[src/rtl/uart_pkg.sv]
// Shared UART definitions: baud divider table, receiver states, frame constants.
package uart_pkg;

    localparam int   DATA_BITS  = 8;
    localparam logic STOP_LEVEL = 1'b1;

    typedef enum logic [2:0] {
        IDLE   = 3'd0,
        START  = 3'd1,
        DATA   = 3'd2,
        PARITY = 3'd3,
        STOP   = 3'd4
    } rx_state_t;

    // clk cycles per oversample tick at 50 MHz, 16 ticks per bit
    function automatic logic [13:0] baud_div(input logic [2:0] sel);
        logic [13:0] d;
        case (sel)
            3'd0:    d = 14'd10417;
            3'd1:    d = 14'd2604;
            3'd2:    d = 14'd651;
            3'd3:    d = 14'd326;
            3'd4:    d = 14'd163;
            3'd5:    d = 14'd81;
            3'd6:    d = 14'd54;
            default: d = 14'd27;
        endcase
        return d;
    endfunction

endpackage

[src/rtl/uart_sample_tick.sv]
// Oversample tick generator: one-clk pulse every baud_div(baud_select) clks.
module uart_sample_tick
    import uart_pkg::*;
(
    input  logic       clk,
    input  logic       reset,
    input  logic [2:0] baud_select,
    output logic       tick
);

    logic [13:0] cnt;
    logic [13:0] lim;

    assign tick = (cnt == lim);

    // the limit is reloaded only on wrap so a rate change never cuts a period short
    always_ff @(posedge clk or negedge reset) begin
        if (!reset) begin
            cnt <= '0;
            lim <= '0;
        end else if (tick) begin
            cnt <= '0;
            lim <= baud_div(baud_select) - 14'd1;
        end else begin
            cnt <= cnt + 14'd1;
        end
    end

endmodule

[src/rtl/uart_receiver.sv]
// UART receive path: 8 data bits LSB first, even parity, 1 stop bit,
// 16x oversampled, one-clk valid strobe with parity/framing flags.
module uart_receiver
    import uart_pkg::*;
#(
    parameter int OVERSAMPLE  = 16,
    parameter int SYNC_STAGES = 2
) (
    input  logic       clk,
    input  logic       reset,
    input  logic [2:0] baud_select,
    input  logic       Rx_EN,
    input  logic       RxD,
    output logic [7:0] Rx_DATA,
    output logic       Rx_VALID,
    output logic       Rx_PERROR,
    output logic       Rx_FERROR
);

    localparam int             SW  = $clog2(OVERSAMPLE);
    localparam logic [SW-1:0]  MID = SW'(OVERSAMPLE / 2 - 1);
    localparam logic [2:0]     LAST_BIT = 3'(DATA_BITS - 1);

    logic                   tick;
    logic [SYNC_STAGES-1:0] sync_q;
    logic                   rxd_s;

    rx_state_t     state, state_n;
    logic [SW-1:0] scnt, scnt_n;
    logic [2:0]    bidx, bidx_n;
    logic [7:0]    shreg, shreg_n;
    logic          perr_q, perr_n;
    logic          ferr_q, ferr_n;
    logic          armed, armed_n;
    logic [7:0]    data_n;
    logic          valid_n;
    logic          pout_n;
    logic          fout_n;

    uart_sample_tick u_tick (
        .clk         (clk),
        .reset       (reset),
        .baud_select (baud_select),
        .tick        (tick)
    );

    always_ff @(posedge clk or negedge reset) begin
        if (!reset) begin
            sync_q <= '1;
        end else begin
            sync_q <= {sync_q[SYNC_STAGES-2:0], RxD};
        end
    end

    assign rxd_s = sync_q[SYNC_STAGES-1];

    always_ff @(posedge clk or negedge reset) begin
        if (!reset) begin
            state     <= IDLE;
            scnt      <= '0;
            bidx      <= '0;
            shreg     <= '0;
            perr_q    <= 1'b0;
            ferr_q    <= 1'b0;
            armed     <= 1'b1;
            Rx_DATA   <= '0;
            Rx_VALID  <= 1'b0;
            Rx_PERROR <= 1'b0;
            Rx_FERROR <= 1'b0;
        end else begin
            state     <= state_n;
            scnt      <= scnt_n;
            bidx      <= bidx_n;
            shreg     <= shreg_n;
            perr_q    <= perr_n;
            ferr_q    <= ferr_n;
            armed     <= armed_n;
            Rx_DATA   <= data_n;
            Rx_VALID  <= valid_n;
            Rx_PERROR <= pout_n;
            Rx_FERROR <= fout_n;
        end
    end

    // scnt keeps running through the frame, so every scnt==MID after the
    // start-bit check lands one full bit later, at the next mid-bit point
    always_comb begin
        state_n = state;
        scnt_n  = scnt;
        bidx_n  = bidx;
        shreg_n = shreg;
        perr_n  = perr_q;
        ferr_n  = ferr_q;
        armed_n = armed;
        data_n  = Rx_DATA;
        valid_n = 1'b0;
        pout_n  = Rx_PERROR;
        fout_n  = Rx_FERROR;

        if (tick && rxd_s) begin
            armed_n = 1'b1;
        end

        if (!Rx_EN) begin
            state_n = IDLE;
        end else begin
            unique case (state)
                IDLE: begin
                    if (!rxd_s && armed) begin
                        state_n = START;
                        scnt_n  = '0;
                        bidx_n  = '0;
                        perr_n  = 1'b0;
                        ferr_n  = 1'b0;
                    end
                end
                START: begin
                    if (tick) begin
                        scnt_n = scnt + 1'b1;
                        if (scnt == MID) begin
                            state_n = rxd_s ? IDLE : DATA;
                        end
                    end
                end
                DATA: begin
                    if (tick) begin
                        scnt_n = scnt + 1'b1;
                        if (scnt == MID) begin
                            shreg_n[bidx] = rxd_s;
                            bidx_n        = bidx + 3'd1;
                            if (bidx == LAST_BIT) begin
                                state_n = PARITY;
                            end
                        end
                    end
                end
                PARITY: begin
                    if (tick) begin
                        scnt_n = scnt + 1'b1;
                        if (scnt == MID) begin
                            perr_n  = rxd_s ^ (^shreg);
                            state_n = STOP;
                        end
                    end
                end
                STOP: begin
                    if (tick) begin
                        scnt_n = scnt + 1'b1;
                        if (scnt == MID) begin
                            ferr_n  = (rxd_s != STOP_LEVEL);
                            data_n  = shreg;
                            pout_n  = perr_q;
                            fout_n  = (rxd_s != STOP_LEVEL);
                            valid_n = 1'b1;
                            state_n = IDLE;
                            if (!rxd_s) begin
                                armed_n = 1'b0;
                            end
                        end
                    end
                end
                default: state_n = IDLE;
            endcase
        end
    end

endmodule
[config.mk]
export PLATFORM = sky130hd
export DESIGN_NAME = uart_receiver
export DESIGN_NICKNAME = d
export VERILOG_FILES = /design/src/rtl/uart_pkg.sv /design/src/rtl/uart_sample_tick.sv /design/src/rtl/uart_receiver.sv
export SDC_FILE = /design/constraint.sdc
export NUM_CORES = 1
export LEC_CHECK = 0
export BUFFER_PORTS_ARGS = -buffer_cell sky130_fd_sc_hd__buf_4
export CORE_AREA = 5 5 64 109
export CTS_CLUSTER_DIAMETER = 40
export DETAILED_ROUTE_END_ITERATION = 8
export DIE_AREA = 0 0 69 114
export GPL_ROUTABILITY_DRIVEN = 0
export PLACE_DENSITY_LB_ADDON = 0.2
export SYNTH_ARGS = -nofsm -noshare
export SYNTH_HDL_FRONTEND = slang
export SYNTH_SLANG_ARGS = --single-unit
[constraint.sdc]
create_clock -name clk -period 5.6 [get_ports clk]
set_input_delay 1.68 -clock clk [delete_from_list [all_inputs] [get_ports clk]]
set_output_delay 1.68 -clock clk [all_outputs]
set_load 0.05 [all_outputs]
* Word level (Yosys, flattened, before mapping)
Cells that the tools add are included.
W data, S select, Z words.
** Word-level totals
- Bits in registers :: 61
- Logic and storage cells :: 107
- Bits of input ports :: 7
** Cells by class
- Bitwise gates (word level) :: 2
- Reduce and logical (&&, ||, !) cells :: 17
- $add $sub $neg :: 4
- $lt $le $gt $ge :: 2
- Muxes and demuxes :: 40
- Equal/unequal tests :: 29
** Operator list (number)
- $pmux W14 S7 :: 1
- $mux W3 :: 14
- $ne A3 B3 Y1 const B :: 10
- $mux W14 :: 2
- $eq A3 B3 Y1 const B :: 5
- $pmux W3 S5 :: 1
- $add A14 B1 Y14 const B :: 1
- $eq A14 B14 Y1 :: 1
- $mux W1 :: 14
- $sub A14 B1 Y14 const B :: 1
- $eq A3 B2 Y1 const B :: 4
- $reduce_and A4 Y1 :: 3
- $ne A2 B2 Y1 const B :: 5
- $reduce_and A10 Y1 :: 1
- $reduce_and A5 Y1 :: 2
- $bwmux W8 :: 1
- $mux W4 :: 2
- $pmux W4 S2 :: 1
- $reduce_xor A8 Y1 :: 1
- $eq A3 B1 Y1 const B :: 2
- $logic_not A3 Y1 :: 2
- $pmux W3 S2 :: 1
- $reduce_bool A2 Y1 :: 3
- $add A4 B1 Y4 const B :: 1
- 13 further kinds :: 15

* Longest topological paths before layout
- Word-level depth :: 8
- Gate-level depth with buffers :: 8
- Mapped depth without buffers :: 7

* By module
Synthesis repeated with hierarchy kept, for this count alone.
** Second synthesis, totals
- Cell total of the unflattened synthesis :: 285
- Area, all modules :: 3134.3 um^2
** Modules (own cells, without submodules)
- uart_receiver :: seq. area each 829.5 um^2, cells each 141, times used 1, area an instance 1655.3 um^2
- uart_sample_tick :: seq. area each 700.7 um^2, cells each 144, times used 1, area an instance 1478.9 um^2

* Worst setup path before layout
No wires, ideal clock.
- Kind :: input to register
- From :: input port baud_select[0]
- To :: register u_tick.lim[4]
- Setup slack :: 2.638 ns
- Stages :: 8
- Arrival time :: 2.843 ns
- Buffers on the path :: 1
- Cell sequence :: clkbuf_1 > nand2b_1 > o21ai_0 > ha_1 > nor2_1 > o21ai_0 > o211ai_1 > o21a_1
** Between the ends
- Word-level cells in the longest chain between the ends :: 4
** RTL lines
- start: declaration :: line uart_receiver.sv:11 : input logic [2:0] baud_select,
- $eq A3 B3 Y1 (tied with other cells) :: line uart_pkg.sv:18 : case (sel)
- $pmux W14 S7 (*) :: line uart_pkg.sv:18
- $mux W14 (*) :: line uart_sample_tick.sv:21 : end else if (tick) begin
- $sub A14 B1 Y14 (*) :: line uart_sample_tick.sv:23 : lim <= baud_div(baud_select) - 14'd1;
- end signal: assignment :: line uart_sample_tick.sv:23
- end: declaration :: line uart_sample_tick.sv:12 : logic [13:0] lim;
Mark *: on every way between the ends. The rest lies on a longest branch, timed or not. The select of a mux whose other input is x is not followed.
A chain may end at the register's enable or synchronous reset.

* Worst setup path in the final report
- From :: register scnt[0]
- To :: register Rx_DATA[4]
** Between the ends
- Word-level cells in the longest chain between the ends :: 2
** RTL lines
- start: declaration :: line uart_receiver.sv:29 : logic [SW-1:0] scnt, scnt_n;
- start signal: assignment :: line uart_receiver.sv:72 : scnt <= scnt_n;
- $eq A4 B3 Y1 :: line uart_receiver.sv:149 : if (scnt == MID) begin
- $reduce_and A4 Y1 (no source line)
- end signal: assignment :: line uart_receiver.sv:78 : Rx_DATA <= data_n;
- end: declaration :: line uart_receiver.sv:14 : output logic [7:0] Rx_DATA,
No other way between the ends.

==> impl_metrics.toml <==
[status]
status = "finished, final reports clean"

[synth]
synthArstFlopShare_pct = 100
synth_area_per_cell_um2 = 9.97
postSynthCellCount = 317
netlist_area_mm2 = 0.00316
synth_fp_nets = 329
yosys.cell_types.count = 45
ys_seq_elements = 61
synth_edf_count = 0
yosysSeqAreaShare_pct = 48.4
yosysWarnings = 0
synthFlopType = "dfrtp_1"

[critical_path]
worstPathRequired_ns = 5.85
start_kind = "register"
cp_max_fo = 11
path_cells = "ha_1 -> and3b_1 -> nand3_1 -> nor4_2 -> nand4_1 -> mux2_2"
end_kind = "register"
cp.arrival_ns = 3.24
worst-setup-path-type = "register to register"
cp_slowest_cell = "nand4_1"
crit_path_max_incr_delay_ns = 0.64

[power]
ir_worst_vdd_uv = 217
p_leak_nw = 1.58
p_per_area_mw_per_mm2 = 247

[clock_network]
clk_transition_reported_paths_ns = 0.07
ctsHoldBuffers = 0
cts.sinks = 61
cts_made_buffers = 9
ctsResizeCount = 0
post_cts_buffers = 0
cts-root-buf = "clkbuf_8"
cts_tree = "done"
clockBufferDepth = 2
cts_max_level = 3
clk_latency_ns = 0.36

[routing]
num_vias = 2288
routed_via_density = 5.54
first_iter_violations = 153
drc_errors = 0
wirelength_um = 6310
dr.pass1.iters = 4
wl_per_cell_um = 15.3
antenna_left = 0

[die]
core_mm2 = 0.00609
die_w_um = 69
initial_core_util_pct = 52.0
die-area_mm2 = 0.00787
die_h_um = 114
pin_count = 18
rows = 38

[job]
drv_cap = 0

[finish]
n_fill_cell = 574
final_cell_area_mm2 = 0.00353
final_util_pct = 58.0
nNetsFinal = 340
ff_latch_area_mm2 = 0.00153
antennaDiodeCount = 0
drive_above_1_share_pct = 18.0
finalNonFillerCells = 413
syn_to_final_growth_pct = 11.7
multi_input_area_mm2 = 0.00154

[placement]
place_area_mm2 = 0.00333
placed_cells = 397
hpwl_um = 4450
port_buffers = 17

[sta]
period_share_pct = 53.5
slew_headroom_pct = 33.6
hold_viol = 0
final_max_slew_viol_count = 0
fin_crit_ns = 2.99
worstMarginPinSlew_ns = 0.988
grt_setup_unrepaired = "no"
finalSetupTns_ns = 0
finalSetupViolCount = 0
clock.fmax_mhz = 334
fin_skew_ns = 0.00557

[global_routing]
antenna_found_initial = 0
grt-ovfl-total = 0
grt_max_degree = 62
grtUsageTotal_pct = 17.8
grt_pass1_vias = 2285
grt_pass1_wl_um = 10800

[worst_hold_path]
hp-class = "register to register"
==> power by group <==
| group | total, mW | switching [mW] | internal, mW |
|---|---|---|---|
| Sequential | 0.445 | 0.00253 | 0.442 |
| Combinational | 0.0359 | 0.0251 | 0.0108 |
| Clock | 0.392 | 0.186 | 0.206 |
==> layout by cell type, fill, tap and decap left out, drive strengths merged, types with 3 or more instances in the layout <==
master	Yosys	layout
a21oi	13	13
a221o	3	3
and2	4	4
and3	8	8
buf	9	19
clkbuf	10	9
clkinvlp	0	3
dfrtp	58	58
dfstp	3	3
ha	5	5
inv	5	6
mux2	18	18
nand2	34	34
nand2b	3	3
nand3	21	21
nand4	8	8
nor2	21	21
nor2b	3	3
nor3	6	6
nor3b	3	3
o21ai	12	12
o31ai	6	6
or4	5	5
xnor2	30	30
xor2	6	6
==> stage by stage <==
step	total power, mW	setup WS [ns]	hold WS (ns)
after floorplan	0.473	2.64	0.345
after global placement	0.490	2.56	0.347
after detailed placement	0.490	2.51	0.347
after CTS	0.885	2.55	0.361
after global routing	0.909	2.36	0.371
final	0.873	2.61	0.361
==> area by class of cell <==
| class | instances | share of cell area (%) |
|---|---|---|
| timing repair buffer | 19 | 4.04 |
| clock inverter | 7 | 2.13 |
| inverter | 5 | 0.531 |
| sequential | 61 | 43.3 |
| tap | 80 | 2.83 |
| multi-input combinational | 232 | 43.6 |
| clock buffer | 9 | 3.51 |
==> Yosys cell counts (6+ instances only) <==
cell type  count  area [µm²]
xor2_1         6        52.6
nand3_1       21         105
and3_1         8        50.1
nand4_1        8        50.1
dfrtp_1       58        1450
nor3_1         6        30.0
nor2_1        21        78.8
o21ai_0       12        60.1
clkbuf_1      10        37.5
a21oi_1       13        65.1
mux2_2        18         203
o31ai_1        6        45.0
xnor2_1       30         263
nand2_1       34         128
==> routing by layer <==
metal / global-route usage, % / vias up / wire (µm)
li1: - / 1141 / -
met1: 19.0 / 1116 / 2530
met2: 31.5 / 23 / 3440
met3: 5.56 / 8 / 198
met4: 8.47 / 0 / 143
met5: 0 / - / 0
==> worst paths after layout <==
kind                                start       endpoint  slack (ns)  cells past startpoint
worst max register to register    scnt[0]     Rx_DATA[4]        2.61                      6
min in group asynchronous           reset        bidx[1]        1.38                      1
max in group asynchronous           reset  u_tick.cnt[7]        3.72                      1
worst max-delay path              scnt[0]     Rx_DATA[4]        2.61                      6
worst min-delay path            sync_q[0]      sync_q[1]        0.36                      0
worst min register to register  sync_q[0]      sync_q[1]        0.36                      0
==> worst max-delay path: cells and delay by family (launching register included) <==
| kind | cells | cell delay, ns |
|---|---|---|
| adder cells (fa/ha/maj) | 1 | 0.20 |
| flip-flops | 1 | 0.46 |
| multiplexers | 1 | 0.48 |
| AND/OR/NAND/NOR | 4 | 1.73 |
==> sequential cells by signal, indices dropped and copies added (netlist names) <==
register,count
Rx_VALID,1
sync_q,2
u_tick.lim,14
scnt,4
u_tick.cnt,14
Rx_PERROR,1
shreg,8
Rx_DATA,8
bidx,3
perr_q,1
Rx_FERROR,1
state,3
armed,1
==> logic make-up (layout without fill, tap and decap cells) <==
family                     after synthesis  after routing  synth area share, %
muxes                                   19             19                 6.73
adders and majority gates                5              5                 1.98
xor gates and xnor gates                36             36                 9.97
buffers and inverters                   24             40                 3.05
DFF                                     61             61                 48.4
AOI/OAI and AO/OA                       48             48                 10.0
and+or+nand+nor                        124            124                 19.9
Power figures use the tool's default switching activity.
